File: src/rtl/tcdm_arb_pkg.sv
// Shared constants and helpers for the TCDM round-robin arbiter.
// The conflict counter width is used only when TCDM_ARB_PERF_CNT_EN is defined.
package tcdm_arb_pkg;

    localparam int CNT_W = 32;

    function automatic int id_w(input int nm);
        return (nm <= 2) ? 1 : $clog2(nm);
    endfunction

endpackage

File: src/rtl/tcdm_rr_picker.sv
// Rotate-priority picker: returns the first requester at or after rr_ptr,
// wrapping from NM-1 back to 0.
module tcdm_rr_picker
    import tcdm_arb_pkg::*;
#(
    parameter int NM   = 4,
    parameter int ID_W = id_w(NM)
) (
    input  logic [NM-1:0]   req_i,
    input  logic [ID_W-1:0] rr_ptr_i,
    output logic [ID_W-1:0] sel_o,
    output logic            any_req_o
);

    logic [2*NM-1:0] req_dbl;
    logic [NM-1:0]   req_rot;

    assign req_dbl   = {req_i, req_i};
    assign req_rot   = NM'(req_dbl >> rr_ptr_i);
    assign any_req_o = |req_i;

    // Walk offsets from farthest to nearest so the nearest requester wins.
    always_comb begin
        int sum;
        sel_o = '0;
        sum   = 0;
        for (int k = NM - 1; k >= 0; k--) begin
            sum = int'(rr_ptr_i) + k;
            if (sum >= NM) begin
                sum = sum - NM;
            end
            if (req_rot[k]) begin
                sel_o = ID_W'(sum);
            end
        end
    end

endmodule

File: src/rtl/tcdm_rr_arbiter.sv
// N-to-1 round-robin TCDM arbiter with single-cycle response routing.
// Define TCDM_ARB_PERF_CNT_EN to add a saturating request-conflict counter.
module tcdm_rr_arbiter
    import tcdm_arb_pkg::*;
#(
    parameter int NM   = 4,
    parameter int ID_W = id_w(NM)
) (
    input  logic             clk_i,
    input  logic             rst_i,
`ifdef TCDM_ARB_PERF_CNT_EN
    input  logic             clr_cnt_i,
    output logic [CNT_W-1:0] conflict_cnt_o,
`endif
    input  logic [NM-1:0]    tcdm_in_req_i,
    output logic [NM-1:0]    tcdm_in_gnt_o,
    input  logic [NM*32-1:0] tcdm_in_add_i,
    input  logic [NM-1:0]    tcdm_in_wen_i,
    input  logic [NM*4-1:0]  tcdm_in_be_i,
    input  logic [NM*32-1:0] tcdm_in_data_i,
    output logic [NM*32-1:0] tcdm_in_r_data_o,
    output logic [NM-1:0]    tcdm_in_r_valid_o,
    output logic             tcdm_out_req_o,
    input  logic             tcdm_out_gnt_i,
    output logic [31:0]      tcdm_out_add_o,
    output logic             tcdm_out_wen_o,
    output logic [3:0]       tcdm_out_be_o,
    output logic [31:0]      tcdm_out_data_o,
    input  logic [31:0]      tcdm_out_r_data_i,
    input  logic             tcdm_out_r_valid_i
);

    logic [ID_W-1:0] rr_ptr_q, rr_ptr_d;
    logic [ID_W-1:0] resp_id_q, resp_id_d;
    logic            resp_pend_q, resp_pend_d;
    logic [ID_W-1:0] sel;
    logic            any_req;
    logic            hs;

    tcdm_rr_picker #(
        .NM   (NM),
        .ID_W (ID_W)
    ) i_picker (
        .req_i     (tcdm_in_req_i),
        .rr_ptr_i  (rr_ptr_q),
        .sel_o     (sel),
        .any_req_o (any_req)
    );

    assign tcdm_out_req_o  = any_req;
    assign tcdm_out_add_o  = tcdm_in_add_i[32*sel +: 32];
    assign tcdm_out_wen_o  = tcdm_in_wen_i[sel];
    assign tcdm_out_be_o   = tcdm_in_be_i[4*sel +: 4];
    assign tcdm_out_data_o = tcdm_in_data_i[32*sel +: 32];
    assign hs              = any_req & tcdm_out_gnt_i;

    always_comb begin
        tcdm_in_gnt_o     = '0;
        tcdm_in_r_valid_o = '0;
        tcdm_in_r_data_o  = '0;
        for (int i = 0; i < NM; i++) begin
            tcdm_in_gnt_o[i]     = tcdm_out_gnt_i & tcdm_in_req_i[i] & (sel == ID_W'(i));
            tcdm_in_r_valid_o[i] = tcdm_out_r_valid_i & resp_pend_q & (resp_id_q == ID_W'(i));
            if (tcdm_in_r_valid_o[i]) begin
                tcdm_in_r_data_o[32*i +: 32] = tcdm_out_r_data_i;
            end
        end
    end

    always_comb begin
        rr_ptr_d    = rr_ptr_q;
        resp_id_d   = resp_id_q;
        resp_pend_d = hs;
        if (hs) begin
            rr_ptr_d  = (sel == ID_W'(NM - 1)) ? '0 : sel + 1'b1;
            resp_id_d = sel;
        end
    end

    always_ff @(posedge clk_i or posedge rst_i) begin
        if (rst_i) begin
            rr_ptr_q    <= '0;
            resp_id_q   <= '0;
            resp_pend_q <= 1'b0;
        end else begin
            rr_ptr_q    <= rr_ptr_d;
            resp_id_q   <= resp_id_d;
            resp_pend_q <= resp_pend_d;
        end
    end

`ifdef TCDM_ARB_PERF_CNT_EN
    logic [CNT_W-1:0] cnt_q, cnt_d;
    logic             conflict;

    // Clearing the lowest set bit leaves something only if two or more are set.
    assign conflict       = |(tcdm_in_req_i & (tcdm_in_req_i - 1'b1));
    assign conflict_cnt_o = cnt_q;

    always_comb begin
        cnt_d = cnt_q;
        if (clr_cnt_i) begin
            cnt_d = '0;
        end else if (conflict && (cnt_q != '1)) begin
            cnt_d = cnt_q + 1'b1;
        end
    end

    always_ff @(posedge clk_i or posedge rst_i) begin
        if (rst_i) begin
            cnt_q <= '0;
        end else begin
            cnt_q <= cnt_d;
        end
    end
`endif

endmodule
File: config.mk
export PLATFORM = sky130hd
export DESIGN_NAME = tcdm_rr_arbiter
export DESIGN_NICKNAME = d
export VERILOG_FILES = /design/src/rtl/tcdm_arb_pkg.sv /design/src/rtl/tcdm_rr_picker.sv /design/src/rtl/tcdm_rr_arbiter.sv
export SDC_FILE = /design/constraint.sdc
export NUM_CORES = 1
export LEC_CHECK = 0
export CAP_MARGIN = 20
export CORE_AREA = 10 10 192 194
export DETAILED_ROUTE_END_ITERATION = 6
export DIE_AREA = 0 0 202 204
export PLACE_DENSITY_LB_ADDON = 0.1
export SYNTH_ARGS = -nofsm -noshare
export SYNTH_HDL_FRONTEND = slang
export SYNTH_SLANG_ARGS = --single-unit
File: constraint.sdc
create_clock -name clk_i -period 2.29 [get_ports clk_i]
set_input_delay 0.229 -clock clk_i [delete_from_list [all_inputs] [get_ports clk_i]]
set_output_delay 0.229 -clock clk_i [all_outputs]
set_load 0.005 [all_outputs]
After elaboration in Yosys (flattened, before gate mapping)

Cells that the tools add are included.

Memories: 0
Bits in read-only memories: 0
Output and inout port bits: 206
Logic and storage cells: 58
Input bits: 316
Register bits: 5
Latch bits: 0
Bits in writable memories: 0

Shifts and indexed selects: 4
Divide/modulo/power cells: 0
Reductions and logical operators: 3
$mul: 0
Order comparisons: 5
Equality and inequality tests: 6
Mux-type cells: 15
Bitwise operators: 14
Add/subtract/negate cells: 8

Operators with widths:

| cell                                                 | count |
|---|---|
| variable part select 128 x 8 -> 32 bit               | 2 |
| two-way mux 32 bit                                   | 4 |
| two-way mux 2 bit                                    | 9 |
| variable part select 16 x 5 -> 4 bit                 | 1 |
| AND 1 bit                                            | 14 |
| >= comparator 3 bit (second input constant)          | 3 |
| == test 2 bit (second input constant)                | 4 |
| right shift 8 x 2 -> 4 bit                           | 1 |
| subtractor 2 x 1 -> 2 bit (second input constant)    | 4 |
| adder 2 x 2 -> 3 bit (second input constant)         | 2 |
| == test 2 x 1 -> 1 bit (second input constant)       | 2 |
| zero test 2 bit                                      | 2 |
| OR reduction 4 bit                                   | 1 |
| adder 2 x 1 -> 3 bit (second input constant)         | 1 |
| >= comparator 2 x 3 -> 1 bit (second input constant) | 1 |
| < comparator 2 x 3 -> 1 bit (second input constant)  | 1 |
| adder 2 x 1 -> 2 bit (second input constant)         | 1 |
| binary-select mux 1 bit (select 2 bit)               | 1 |
| two-way mux 1 bit                                    | 1 |

Depth between registers and ports, before layout

Gate-level depths: netlist (run 1).

Depth in word-level cells: 9
Mapped depth: 8
Depth with buffers taken out: 5

Cells and area by module

Synthesis (run 1) repeated with hierarchy kept, for this count alone.

Cells, all modules: 267
Area, all modules: 2980.4 sq um

By module, submodules not included:

| module          | area each (sq um) | seq. area each (sq um) | instances | cells an instance |
|---|---|---|---|---|
| tcdm_rr_arbiter | 2902.8            | 125.1                  | 1         | 252 |
| tcdm_rr_picker  | 77.6              | 0.0                    | 1         | 15 |

Worst setup path before layout (run 1)

Ideal clock, no wire load.

Path kind: flip-flop to output port
Start point: reg rr_ptr_q[0]
End point: out tcdm_out_be_o[0]
Buffers on the path: 3
Stages on the path, launching flop included: 9
Slack: 538 ps
Required time: 2061 ps
Arrival time: 1523 ps
Cells stage by stage: dfrtp_1 -> nor2b_4 -> a21o_1 -> a211o_1 -> buf_6 -> buf_6 -> buf_6 -> mux2i_1 -> mux2i_1

Longest elaborated chain between the ends: 8
Elaborated cells on any way between the ends: 21
Those cells by class: add/sub (7); order compare (4); shift (2); mux (8)

Ends and longest elaborated chain:

| what                                                             | RTL line                                   | text |
|---|---|---|
| start: declaration                                               | tcdm_rr_arbiter.sv:33                      | `logic [ID_W-1:0] rr_ptr_q, rr_ptr_d;` |
| start signal: assignment                                         | tcdm_rr_arbiter.sv:86                      | `rr_ptr_q <= rr_ptr_d;` |
| adder 2 x 2 -> 3 bit                                             | tcdm_rr_picker.sv:28                       | `sum = int'(rr_ptr_i) + k;` |
| >= comparator 3 bit or subtractor 2 x 1 -> 2 bit (tied branches) | tcdm_rr_picker.sv:29, tcdm_rr_picker.sv:30 |  |
| two-way mux 2 bit                                                | tcdm_rr_picker.sv:29                       | `if (sum >= NM) begin` |
| two-way mux 2 bit (3 in series)                                  | tcdm_rr_picker.sv:32                       | `if (req_rot[k]) begin` |
| two-way mux 2 bit (*)                                            | tcdm_rr_picker.sv:32                       |  |
| variable part select 16 x 5 -> 4 bit (*)                         | tcdm_rr_arbiter.sv:53                      | `assign tcdm_out_be_o = tcdm_in_be_i[4*sel +: 4];` |
| end: declaration                                                 | tcdm_rr_arbiter.sv:27                      | `output logic [3:0] tcdm_out_be_o,` |

Every way passes the cells marked *; elsewhere a longest branch is shown, timed or not.

Final worst setup path (run 1)

Start point: reg rr_ptr_q[0]
End point: out tcdm_out_add_o[21]

Longest elaborated chain between the ends: 8
Elaborated cells on any way between the ends: 21
Those cells by class: add/sub (7); order compare (4); shift (2); mux (8)

Ends and longest elaborated chain:

| what                                                             | RTL line                                   | text |
|---|---|---|
| adder 2 x 2 -> 3 bit                                             | tcdm_rr_picker.sv:28                       |  |
| >= comparator 3 bit or subtractor 2 x 1 -> 2 bit (tied branches) | tcdm_rr_picker.sv:29, tcdm_rr_picker.sv:30 |  |
| two-way mux 2 bit                                                | tcdm_rr_picker.sv:29                       |  |
| two-way mux 2 bit (3 in series)                                  | tcdm_rr_picker.sv:32                       |  |
| two-way mux 2 bit (*)                                            | tcdm_rr_picker.sv:32                       |  |
| variable part select 128 x 8 -> 32 bit (*)                       | tcdm_rr_arbiter.sv:51                      | `assign tcdm_out_add_o = tcdm_in_add_i[32*sel +: 32];` |
| end: declaration                                                 | tcdm_rr_arbiter.sv:25                      | `output logic [31:0] tcdm_out_add_o,` |

Marked as above.

==> impl_summary.txt, run 1 <==
----------------------------------------------------
[Status]
  Run status ... finished, violations left
  Failing checks ... setup timing

[Clock tree]
  Clock transition time at the flip-flop clock pins of the worst setup and hold paths ... 30 ps
  Clock Path Buffers ... 2
  Worst-Skew Late Latency ... 230 ps
  H-Tree Level Count ... 1
  CTS tree ... built
  Total clock sinks ... 5
  CTS root buf ... sky130_fd_sc_hd__clkbuf_16
  Number of clock buffers inserted by TritonCTS ... 3

[Setup path]
  Critical setup path kind ... flop to output pin
  Startpoint types ... flop
  Worst setup path endpoint ... tcdm_out_add_o[21]
  Maximum fanout encountered on the critical timing path ... 7
  Element type at the critical path end ... output pin
  Worst setup slack for register-to-register paths ... roughly 480 ps
  CP Cell Sequence ... nor2b_4, a21o_1, a211o_4, buf_12, buf_16, buf_16, mux2i_1, mux2i_1, buf_2
  Sum of buffers and inverters on the critical path ... 4
  Required arrival time at the worst endpoint ... 2060 ps
  Peak per-stage delay on the critical path ... about 400 ps
  Worst-path cell with the longest stage delay ... sky130_fd_sc_hd__dfrtp_1
  WP data arrival ... 2100 ps
  Capturing point of the worst reg2reg path ... resp_id_q[1]
  Startpoint of the lowest-slack register-to-register path ... rr_ptr_q[0]
  R2R cell count ... 7
  Top cell family by delay on the critical path ... compound AO/OA/AOI/OAI gates
  Path length in cells of the critical path ... 9
  Critical path origin ... rr_ptr_q[0]

[Logic synthesis]
  Post-synthesis instance area ... approximately 3400 µm²
  Synth Area per Inst ... 8.32 µm²
  Post-synthesis sequential element count ... 5
  Top cell type's share of synthesized area ... 60.3%
  Cell type with the highest aggregate area in the netlist ... sky130_fd_sc_hd__mux2i_1
  Yosys warns ... 0
  Post-synth net total ... 729
  Library cells used by synthesis ... 23
  Sequential element share of the synthesized area ... 3.64%
  Gate count of the mapped netlist ... 413
  Top area cells in the synthesized netlist ... sky130_fd_sc_hd__mux2i_1 (60%), sky130_fd_sc_hd__and2_1 (23%), sky130_fd_sc_hd__dfrtp_1 (3.6%), sky130_fd_sc_hd__buf_6 (3.3%), sky130_fd_sc_hd__buf_2 (2.0%)

[Job]
  Max_cap viols ... 0

[Worst hold path]
  Worst min-delay path category ... primary input to async pin

[Route]
  Drt total wl ... around 28 mm
  Vias per std cell ... 3.64
  First-pass DRT Iterations ... 4
  Iter 0 DRT Violations ... 71
  Antenna violation net count after detailed routing ... 0
  Post-DR wirelength/cell ... ~20 µm
  Residual DRC ... 0
  Total number of vias ... between 5000 and 6000

[Global routing]
  Total congestion overflow after global routing ... 0
  Via count of the first global-routing pass ... 5520
  Antenna violations before repair ... 5
  Maximum number of pins on one net before global-route repair ... 34
  Global-route usage over all layers ... 12.3%
  First-pass GRT wire length ... approximately 39 mm

[Pwr]
  Net Switching ... 2.11 mW
  Portion of total power attributed to the clock network ... 5.2%
  Switching part of the total ... 38.2%
  Peak supply drop ... 0.297 mV
  Cell leakage power ... 4.31 nW
  Total Power Consumption ... about 5.5 mW
  Power per cell area ... ~560 nW/µm²
  Sequential group share of total power ... 3.1%
  Logic pwr share ... 91.7%
  Internal Dissipation ... between 3 and 4 mW

[STA]
  Fin crit share ... 102%
  Final hold violation count ... 0
  Setup repair after global routing missed its margin ... yes
  Final setup skew ... approximately 2.3 ps
  Pins over their slew limit ... 0
  Time the worst path needs with I/O delays and setup ... between 2000 and 2500 ps
  Worst path setup slack after routing ... -42.1 ps
  Pin slew with the least headroom to its limit ... 273 ps
  Max frequency ... about 430 MHz
  Final count of negative-setup-slack endpoints ... 17
  Slew HR ... around 80%

[Placed design]
  IO Port Bufs ... 521
  Placed Cells ... between 1000 and 1500
  RD Place Congestion ... between 0.7 and 0.8
  Half-perimeter wire length of the detailed placement result ... 24.1 mm

[Die]
  Count of boundary I/O pins ... around 520
  Starting utilization of the core area ... about a tenth
  Die extent in y ... 204 µm
  Std-Cell Rows ... 67
  Die outline area ... around 40000 µm²
  Die X ... approximately 200 µm
  Area of the core region ... 33100 µm²

[Cells and area]
  Count of non-filler cells in the finished layout ... 1418
  Net count of the finished layout ... 1286
  Area of the multi-input gates ... 3190 µm²
  Seq. cell area ... 126 µm²
  Share of post-route cells with drive strength above 1 ... 16.7%
  Number of fillers in the final layout ... 3549
  Layout-stage area growth over the synthesis result ... 187%

----------------------------------------------------
==> worst register-to-register path, cell delays in order (launching register included) <==
cell and delay, ps:
sky130_fd_sc_hd__dfrtp_1 400, sky130_fd_sc_hd__nor2b_4 60, sky130_fd_sc_hd__buf_4 130, sky130_fd_sc_hd__o32a_4 410, sky130_fd_sc_hd__buf_6 140, sky130_fd_sc_hd__buf_12 120
sky130_fd_sc_hd__buf_16 160, sky130_fd_sc_hd__mux2_2 270
==> stage by stage <==
step,setup TNS (ps),hold WS [ps],util (%),setup WS [ps],area [µm²]
floorplan,0,7.52,-,538,3430
global placement,-35820,477,28.2,-544,9330
detailed placement,-37890,473,28.2,-576,9330
CTS,-837,240,29.5,-65.2,9760
global route,-3330,263,29.8,-142,9860
finish,-334,225,29.8,-42.1,9870
==> registers in the layout, summed over array words and instances (netlist names) <==
signal / cells
rr_ptr_q: 2
resp_pend_q: 1
resp_id_q: 2
==> timing repair <==
item	4_1_cts	5_1_grt
buffers inserted	21	10
setup endpoints to repair	73	59
pin swaps	5	2
hold buffers	0	0
cloned	9	5
resized for setup	267	73
==> how the worst min path moves through the flow <==
stage                              end  cells after the start
after floorplan           resp_id_q[0]                      1
after global placement    resp_id_q[0]                      2
after detailed placement  resp_id_q[0]                      2
after CTS                  rr_ptr_q[0]                      2
after global routing       rr_ptr_q[0]                      2
final                      rr_ptr_q[0]                      2
==> synth_stat cells (all sizes together) <==
master,count
a21o,2
a211o,1
mux2,1
nand2,4
and3b,1
a21oi,4
o32a,1
mux2i,207
o21ai,1
and2,128
nor2b,1
and4,1
clkbuf,13
and3,1
nor3,2
nand3,2
xor2,1
buf,24
inv,5
nor2,6
nand2b,2
dfrtp,5
==> routing by layer <==
metal	wire length [µm]	GRT usage (%)	vias to the layer above
li1	-	-	2567
met1	9100	10.9	2275
met5	27	0	-
met4	130	0.456	4
met3	3490	6.61	12
met2	15500	25.0	308
==> kinds of logic after synthesis <==
kind of cell | count (synthesis) | synth area share (%)
AO/OA/AOI/OAI | 9 | 1.71
XOR/XNOR | 1 | 0.255
flip-flops | 5 | 3.64
multiplexers | 208 | 60.7
buffers and inverters | 42 | 7.29
AND/OR/NAND/NOR | 148 | 26.4
==> final cells by class <==
cell class,instances,area share (%)
antenna,1,0.0254
clock buffer,4,0.799
inverter,5,0.190
multi-input combinational,368,32.4
sequential,5,1.28
tap,448,5.68
timing repair buffer,587,59.6
==> layout by cell type, fill, tap and decap left out, types with 2 or more instances in the layout <==
| cell | netlist | layout |
|---|---|---|
| sky130_fd_sc_hd__dfrtp_1 | 5 | 4 |
| sky130_fd_sc_hd__buf_16 | 0 | 7 |
| sky130_fd_sc_hd__clkbuf_16 | 0 | 8 |
| sky130_fd_sc_hd__buf_8 | 0 | 2 |
| sky130_fd_sc_hd__nor2_1 | 6 | 2 |
| sky130_fd_sc_hd__buf_4 | 0 | 21 |
| sky130_fd_sc_hd__a21o_1 | 2 | 2 |
| sky130_fd_sc_hd__nand3_1 | 2 | 2 |
| sky130_fd_sc_hd__clkbuf_2 | 0 | 11 |
| sky130_fd_sc_hd__nor3_2 | 0 | 2 |
| sky130_fd_sc_hd__a21oi_1 | 4 | 3 |
| sky130_fd_sc_hd__buf_2 | 14 | 56 |
| sky130_fd_sc_hd__mux2i_2 | 0 | 8 |
| sky130_fd_sc_hd__nand2_1 | 4 | 4 |
| sky130_fd_sc_hd__mux2i_1 | 207 | 199 |
| sky130_fd_sc_hd__and2_1 | 128 | 128 |
| sky130_fd_sc_hd__a211o_4 | 0 | 3 |
| sky130_fd_sc_hd__buf_12 | 0 | 18 |
| sky130_fd_sc_hd__buf_6 | 10 | 15 |
| sky130_fd_sc_hd__inv_1 | 5 | 5 |
| sky130_fd_sc_hd__nor2_2 | 0 | 3 |
| sky130_fd_sc_hd__clkdlybuf4s50_1 | 0 | 444 |
| sky130_fd_sc_hd__dlygate4sd2_1 | 0 | 7 |
==> power groups by stage <==
stage	combinational [mW]	sequential, mW	clock, mW
finish	5.07	0.172	0.287
floorplan	2.12	0.142	0
global placement	4.61	0.158	0
CTS	5.04	0.173	0.293
global route	5.46	0.180	0.302
detailed placement	4.56	0.156	0
Note: power is estimated with default switching activity, not from simulation.
==> inputs of run 2 (changes only) <==
--- a/config.mk
+++ b/config.mk
@@ -9,6 +9,7 @@
 export CORE_AREA = 10 10 192 194
 export DETAILED_ROUTE_END_ITERATION = 6
 export DIE_AREA = 0 0 202 204
+export GPL_TIMING_DRIVEN = 0
 export PLACE_DENSITY_LB_ADDON = 0.1
 export SYNTH_ARGS = -nofsm -noshare
 export SYNTH_HDL_FRONTEND = slang
==> impl_summary.txt, run 2 (synthesized netlist as in run 1, its figures left out) <==
----------------------------------------------------
[Status]
  Run status ... finished clean

[Die]
  Area of the core region ... 33100 µm²
  Starting utilization of the core area ... roughly a tenth
  Die outline area ... 41200 µm²
  Die X ... 202 µm
  Die extent in y ... 204 µm
  Count of boundary I/O pins ... 522
  Std-Cell Rows ... 67

[Placed design]
  Half-perimeter wire length of the detailed placement result ... 25.5 mm
  IO Port Bufs ... 521
  RD Place Congestion ... around 0.73

[Global routing]
  Maximum number of pins on one net before global-route repair ... 11
  Global-route usage over all layers ... between 10 and 15%
  First-pass GRT wire length ... 39.3 mm
  Via count of the first global-routing pass ... 5477
  Total congestion overflow after global routing ... 0
  Antenna violations before repair ... 4

[STA]
  Fin crit share ... 99.9%
  Pin slew with the least headroom to its limit ... 336 ps
  Setup repair after global routing missed its margin ... yes
  Pins over their slew limit ... 0
  Max frequency ... 437 MHz
  Time the worst path needs with I/O delays and setup ... 2290 ps
  Setup_tns ... 0 ps
  Final setup skew ... 2.93 ps
  Slew HR ... 77.6%
  Final hold violation count ... 0
  Final count of negative-setup-slack endpoints ... 0

[Clock tree]
  CTS tree ... built
  H-Tree Level Count ... 1
  Clock Path Buffers ... 2
  Clock transition time at the flip-flop clock pins of the worst setup and hold paths ... 30 ps
  CTS root buf ... sky130_fd_sc_hd__clkbuf_16
  Worst-Skew Late Latency ... 230 ps
  Total clock sinks ... 5
  Number of clock buffers inserted by TritonCTS ... 3

[Setup path]
  CP Cell Sequence ... nor2b_4, a21o_1, a211o_1, buf_12, buf_12, buf_12, mux2i_4, mux2i_1, buf_2
  Top cell family by delay on the critical path ... buffers and inverters
  WP data arrival ... 2060 ps
  Critical setup path kind ... flop to output pin
  Startpoint types ... flop
  Maximum fanout encountered on the critical timing path ... 6
  Sum of buffers and inverters on the critical path ... 4
  Worst-path cell with the longest stage delay ... sky130_fd_sc_hd__dfrtp_1
  Element type at the critical path end ... output pin
  Peak per-stage delay on the critical path ... 410 ps
  Required arrival time at the worst endpoint ... 2060 ps
  Most frequent cell on the critical path ... sky130_fd_sc_hd__buf_12

[Route]
  Antenna violation net count after detailed routing ... 0
  First-pass DRT Iterations ... 4
  Total number of vias ... ~5000
  Residual DRC ... 0
  Post-DR wirelength/cell ... 20.6 µm
  Drt total wl ... 29.0 mm
  Iter 0 DRT Violations ... 85
  Vias per std cell ... 3.61

[Pwr]
  Total Power Consumption ... ~5.2 mW
  Power per cell area ... 541 nW/µm²
  Cell leakage power ... approximately 4.3 nW
  Peak supply drop ... 0.211 mV

[Cells and area]
  Share of post-route cells with drive strength above 1 ... between 10% and 20%
  Commonest non-fill, non-tap cell in the layout ... sky130_fd_sc_hd__clkdlybuf4s50_1
  Regs by FF count ... resp_id_q: 2 flops, rr_ptr_q: 2 flops, resp_pend_q: 1 flops
  Net count of the finished layout ... 1277
  Final standard cell utilization of the core ... 29.0%
  Layout-stage area growth over the synthesis result ... 180%
  Highest-count cells in the layout ignoring fill and taps ... sky130_fd_sc_hd__clkdlybuf4s50_1 (437), sky130_fd_sc_hd__mux2i_1 (199), sky130_fd_sc_hd__and2_1 (128)
  Number of fillers in the final layout ... 3584

[Worst hold path]
  Worst min-delay path category ... primary input to async pin

[Job]
  Max_cap viols ... 0

----------------------------------------------------
[run 2: area by class of cell]
type / instances / area [µm²] / area share [%]
inverters: 5 / 18.8 / 0.195
repair buffers: 545 / 5190 / 54.0
multi-input cells: 366 / 3160 / 32.9
diodes: 1 / 2.50 / 0.0260
clock buffers: 4 / 78.8 / 0.820
flip-flops and latches: 5 / 128 / 1.33
well taps: 448 / 561 / 5.83
plain buffers: 35 / 475 / 4.95
[run 2: repair_timing]
| action | in CTS | in global routing |
|---|---|---|
| endpoints found under the setup margin | 199 | 146 |
| gates cloned | 5 | 6 |
| gates resized for setup | 386 | 33 |
| buffers inserted | 10 | 4 |
| pin swaps | 4 | 3 |
| hold buffers | 0 | 0 |
[run 2: routing by layer]
| layer | up-vias | global-route usage (%) | routed length, µm |
|---|---|---|---|
| met4 | 4 | 0.0805 | 21 |
| li1 | 2535 | - | - |
| met2 | 306 | 25.8 | 16000 |
| met1 | 2237 | 11.5 | 9740 |
| met3 | 8 | 6.23 | 3290 |
| met5 | - | 0 | 27 |
[run 2: where the power goes]
part,leakage (nW),total [mW],switching (mW),internal (mW)
clock,0.0382,0.285,0.0547,0.230
combinational,4.23,4.75,1.98,2.77
sequential,0.0570,0.168,0.0489,0.119
total,4.32,5.20,2.08,3.12
[run 2: final timing paths]
kind	start	endpoint	slack, ps	cells past startpoint
worst min register to register	resp_id_q[0]	resp_id_q[0]	570	1
worst max register to register	rr_ptr_q[0]	rr_ptr_q[1]	740	7
worst min-delay path	rst_i	rr_ptr_q[0]	240	2
worst max-delay path	rr_ptr_q[0]	tcdm_out_add_o[26]	3	9
min in group clk_i	resp_id_q[0]	resp_id_q[0]	570	1
max in group asynchronous	rst_i	resp_id_q[1]	1830	2
[run 2: through the flow]
step	setup slack (ps)	instances	hold slack, ps	instance area, µm²
2_1_floorplan	538	413	7.52	3430
3_3_place_gp	-939	1382	466	9210
3_5_place_dp	-959	1382	479	9210
4_1_cts	-102	1401	245	9440
5_1_grt	-144	1408	269	9610
6_report	3.02	1409	241	9610
==> inputs of run 3 (changes only) <==
--- a/config.mk
+++ b/config.mk
@@ -6,9 +6,9 @@
 export NUM_CORES = 1
 export LEC_CHECK = 0
 export CAP_MARGIN = 20
-export CORE_AREA = 10 10 192 194
+export CORE_AREA = 2 2 201 203
 export DETAILED_ROUTE_END_ITERATION = 6
-export DIE_AREA = 0 0 202 204
+export DIE_AREA = 0 0 203 205
 export GPL_TIMING_DRIVEN = 0
 export PLACE_DENSITY_LB_ADDON = 0.1
 export SYNTH_ARGS = -nofsm -noshare
==> impl_summary.txt, run 3 (synthesized netlist as in run 1, its figures left out) <==
----------------------------------------------------
[Route]
  Total number of vias ... 5181
  Post-DR wirelength/cell ... 17.0 µm
  Residual DRC ... 0
  Iter 0 DRT Violations ... around 110
  Vias per std cell ... 3.46
  Drt total wl ... 25.5 mm
  Antenna violation net count after detailed routing ... 0
  First-pass DRT Iterations ... 4

[Die]
  Starting utilization of the core area ... 8.72%
  Die outline area ... 41600 µm²
  Std-Cell Rows ... between 70 and 80
  Die extent in y ... 205 µm
  Count of boundary I/O pins ... 522
  Area of the core region ... approximately 39000 µm²
  Die X ... 203 µm

[Pwr]
  Peak supply drop ... 0.300 mV
  Power per cell area ... between 500 and 600 nW/µm²
  Cell leakage power ... 4.28 nW

[STA]
  Max frequency ... 420 MHz
  Final setup skew ... about 0.31 ps
  Final hold violation count ... 0
  Final count of negative-setup-slack endpoints ... 28
  Fin crit share ... 104%
  Pins over their slew limit ... 0
  Setup repair after global routing missed its margin ... yes
  Time the worst path needs with I/O delays and setup ... 2380 ps
  Worst path setup slack after routing ... -91.8 ps
  Slew HR ... 76.8%
  Pin slew with the least headroom to its limit ... 347 ps

[Clock tree]
  H-Tree Level Count ... 1
  CTS root buf ... sky130_fd_sc_hd__clkbuf_16
  Clock Path Buffers ... 2
  Total clock sinks ... 5
  Worst-Skew Late Latency ... 220 ps
  Number of clock buffers inserted by TritonCTS ... 3
  Clock transition time at the flip-flop clock pins of the worst setup and hold paths ... 30 ps
  CTS tree ... built

[Cells and area]
  Area of the multi-input gates ... 3220 µm²
  Layout-stage area growth over the synthesis result ... 185%
  Commonest non-fill, non-tap cell in the layout ... sky130_fd_sc_hd__clkdlybuf4s50_1
  Final design instance area without fill ... 9800 µm²
  Net count of the finished layout ... 1287
  Number of fillers in the final layout ... 4400
  Share of post-route cells with drive strength above 1 ... 17.6%
  Regs by FF count ... resp_id_q: 2 flops, rr_ptr_q: 2 flops, resp_pend_q: 1 flops
  Seq. cell area ... 128 µm²
  Highest-count cells in the layout ignoring fill and taps ... sky130_fd_sc_hd__clkdlybuf4s50_1 (434), sky130_fd_sc_hd__mux2i_1 (193), sky130_fd_sc_hd__and2_1 (128)

[Global routing]
  First-pass GRT wire length ... 35.0 mm
  Total congestion overflow after global routing ... 0
  Global-route usage over all layers ... 11.2%
  Maximum number of pins on one net before global-route repair ... 11
  Antenna violations before repair ... 3
  Via count of the first global-routing pass ... between 5000 and 6000

[Setup path]
  WP data arrival ... 2150 ps
  Maximum fanout encountered on the critical timing path ... 8
  Required arrival time at the worst endpoint ... 2060 ps
  Worst setup slack for register-to-register paths ... 480 ps
  Critical setup path kind ... flop to output pin
  Capturing point of the worst reg2reg path ... rr_ptr_q[0]
  Startpoint of the lowest-slack register-to-register path ... rr_ptr_q[0]
  Startpoint types ... flop
  R2R cell count ... 9
  Element type at the critical path end ... output pin

[Worst hold path]
  Worst min-delay path category ... primary input to async pin

[Status]
  Run status ... finished, violations left
  Failing checks ... setup timing

[Job]
  Max_cap viols ... 0

[Placed design]
  IO Port Bufs ... 521
  RD Place Congestion ... 0.768
  Worst-case setup slack after placement ... -1010 ps
  Standard cell area after detailed placement ... between 9000 and 10000 µm²
  Half-perimeter wire length of the detailed placement result ... 21.8 mm

----------------------------------------------------
==> run 3: changes by cell type in the layout (fill, tap and decap cells not counted), moves of 2 or more <==
cell                              delta
sky130_fd_sc_hd__buf_2               -4
sky130_fd_sc_hd__buf_4               +2
sky130_fd_sc_hd__buf_6               +4
sky130_fd_sc_hd__buf_8               +2
sky130_fd_sc_hd__clkbuf_16           -3
sky130_fd_sc_hd__clkbuf_2            +8
sky130_fd_sc_hd__clkdlybuf4s15_2     +2
sky130_fd_sc_hd__clkdlybuf4s50_1     -3
sky130_fd_sc_hd__dlygate4sd2_1       +9
sky130_fd_sc_hd__dlymetal6s2s_1      -6
sky130_fd_sc_hd__mux2i_1             -6
sky130_fd_sc_hd__mux2i_2             +2
sky130_fd_sc_hd__mux2i_4             +4
==> run 3: how the worst max path moves through the flow <==
| stage | end | from | cells past startpoint |
|---|---|---|---|
| after floorplan | tcdm_out_be_o[0] | rr_ptr_q[0] | 8 |
| after global placement | tcdm_out_add_o[6] | tcdm_in_req_i[1] | 9 |
| after detailed placement | tcdm_out_add_o[6] | tcdm_in_req_i[1] | 9 |
| after CTS | tcdm_out_data_o[16] | rr_ptr_q[0] | 10 |
| after global routing | tcdm_out_add_o[17] | rr_ptr_q[0] | 10 |
| final | tcdm_out_data_o[22] | rr_ptr_q[0] | 10 |
==> run 3: cell type report <==
class	count	share of cell area, %
Buffer	33	4.04
Clock buffer	4	0.804
Sequential cell	5	1.30
Tap cell	525	6.70
Timing Repair Buffer	557	54.0
Inverter	5	0.192
Multi-Input combinational cell	366	32.9
Antenna cell	2	0.0511
==> run 3: worst max-delay path: stages, from the launching register on <==
cell	delay, ps
sky130_fd_sc_hd__dfrtp_1	420
sky130_fd_sc_hd__nor2b_4	60
sky130_fd_sc_hd__a21o_1	150
sky130_fd_sc_hd__a211o_1	320
sky130_fd_sc_hd__buf_12	160
sky130_fd_sc_hd__buf_16	160
sky130_fd_sc_hd__buf_6	130
sky130_fd_sc_hd__buf_12	120
sky130_fd_sc_hd__mux2i_2	140
sky130_fd_sc_hd__mux2i_1	120
sky130_fd_sc_hd__buf_2	130
==> run 3: metrics by stage <==
stage	util, %	power (mW)	hold slack [ps]	instances	TNS [ps]
detailed placement	23.6	4.73	464	1459	-109440
floorplan	-	2.27	7.52	413	0
finish	24.9	5.32	225	1497	-1280
global route	24.9	5.74	259	1497	-6210
global placement	23.6	4.79	450	1459	-109410
CTS	24.9	5.38	232	1486	-6600
==> run 3: repair_timing <==
item,in CTS,in global routing
resized for setup,269,157
pin swaps,5,4
endpoints found under the setup margin,199,157
buffers inserted,18,11
hold buffers,0,0
gates cloned,5,2
==> run 3: where the power goes <==
group	internal (mW)	switching, mW
clock	0.230	0.0541
sequential	0.119	0.0518
combinational	2.86	2.01
==> run 3: metal layers <==
metal | track usage [%] | share of wire [%] | vias up
met5 | 0 | 0 | -
met4 | 1.62 | 1.5 | 0
met3 | 3.60 | 9.3 | 12
met2 | 23.8 | 57 | 301
met1 | 10.4 | 32 | 2307
li1 | - | - | 2561
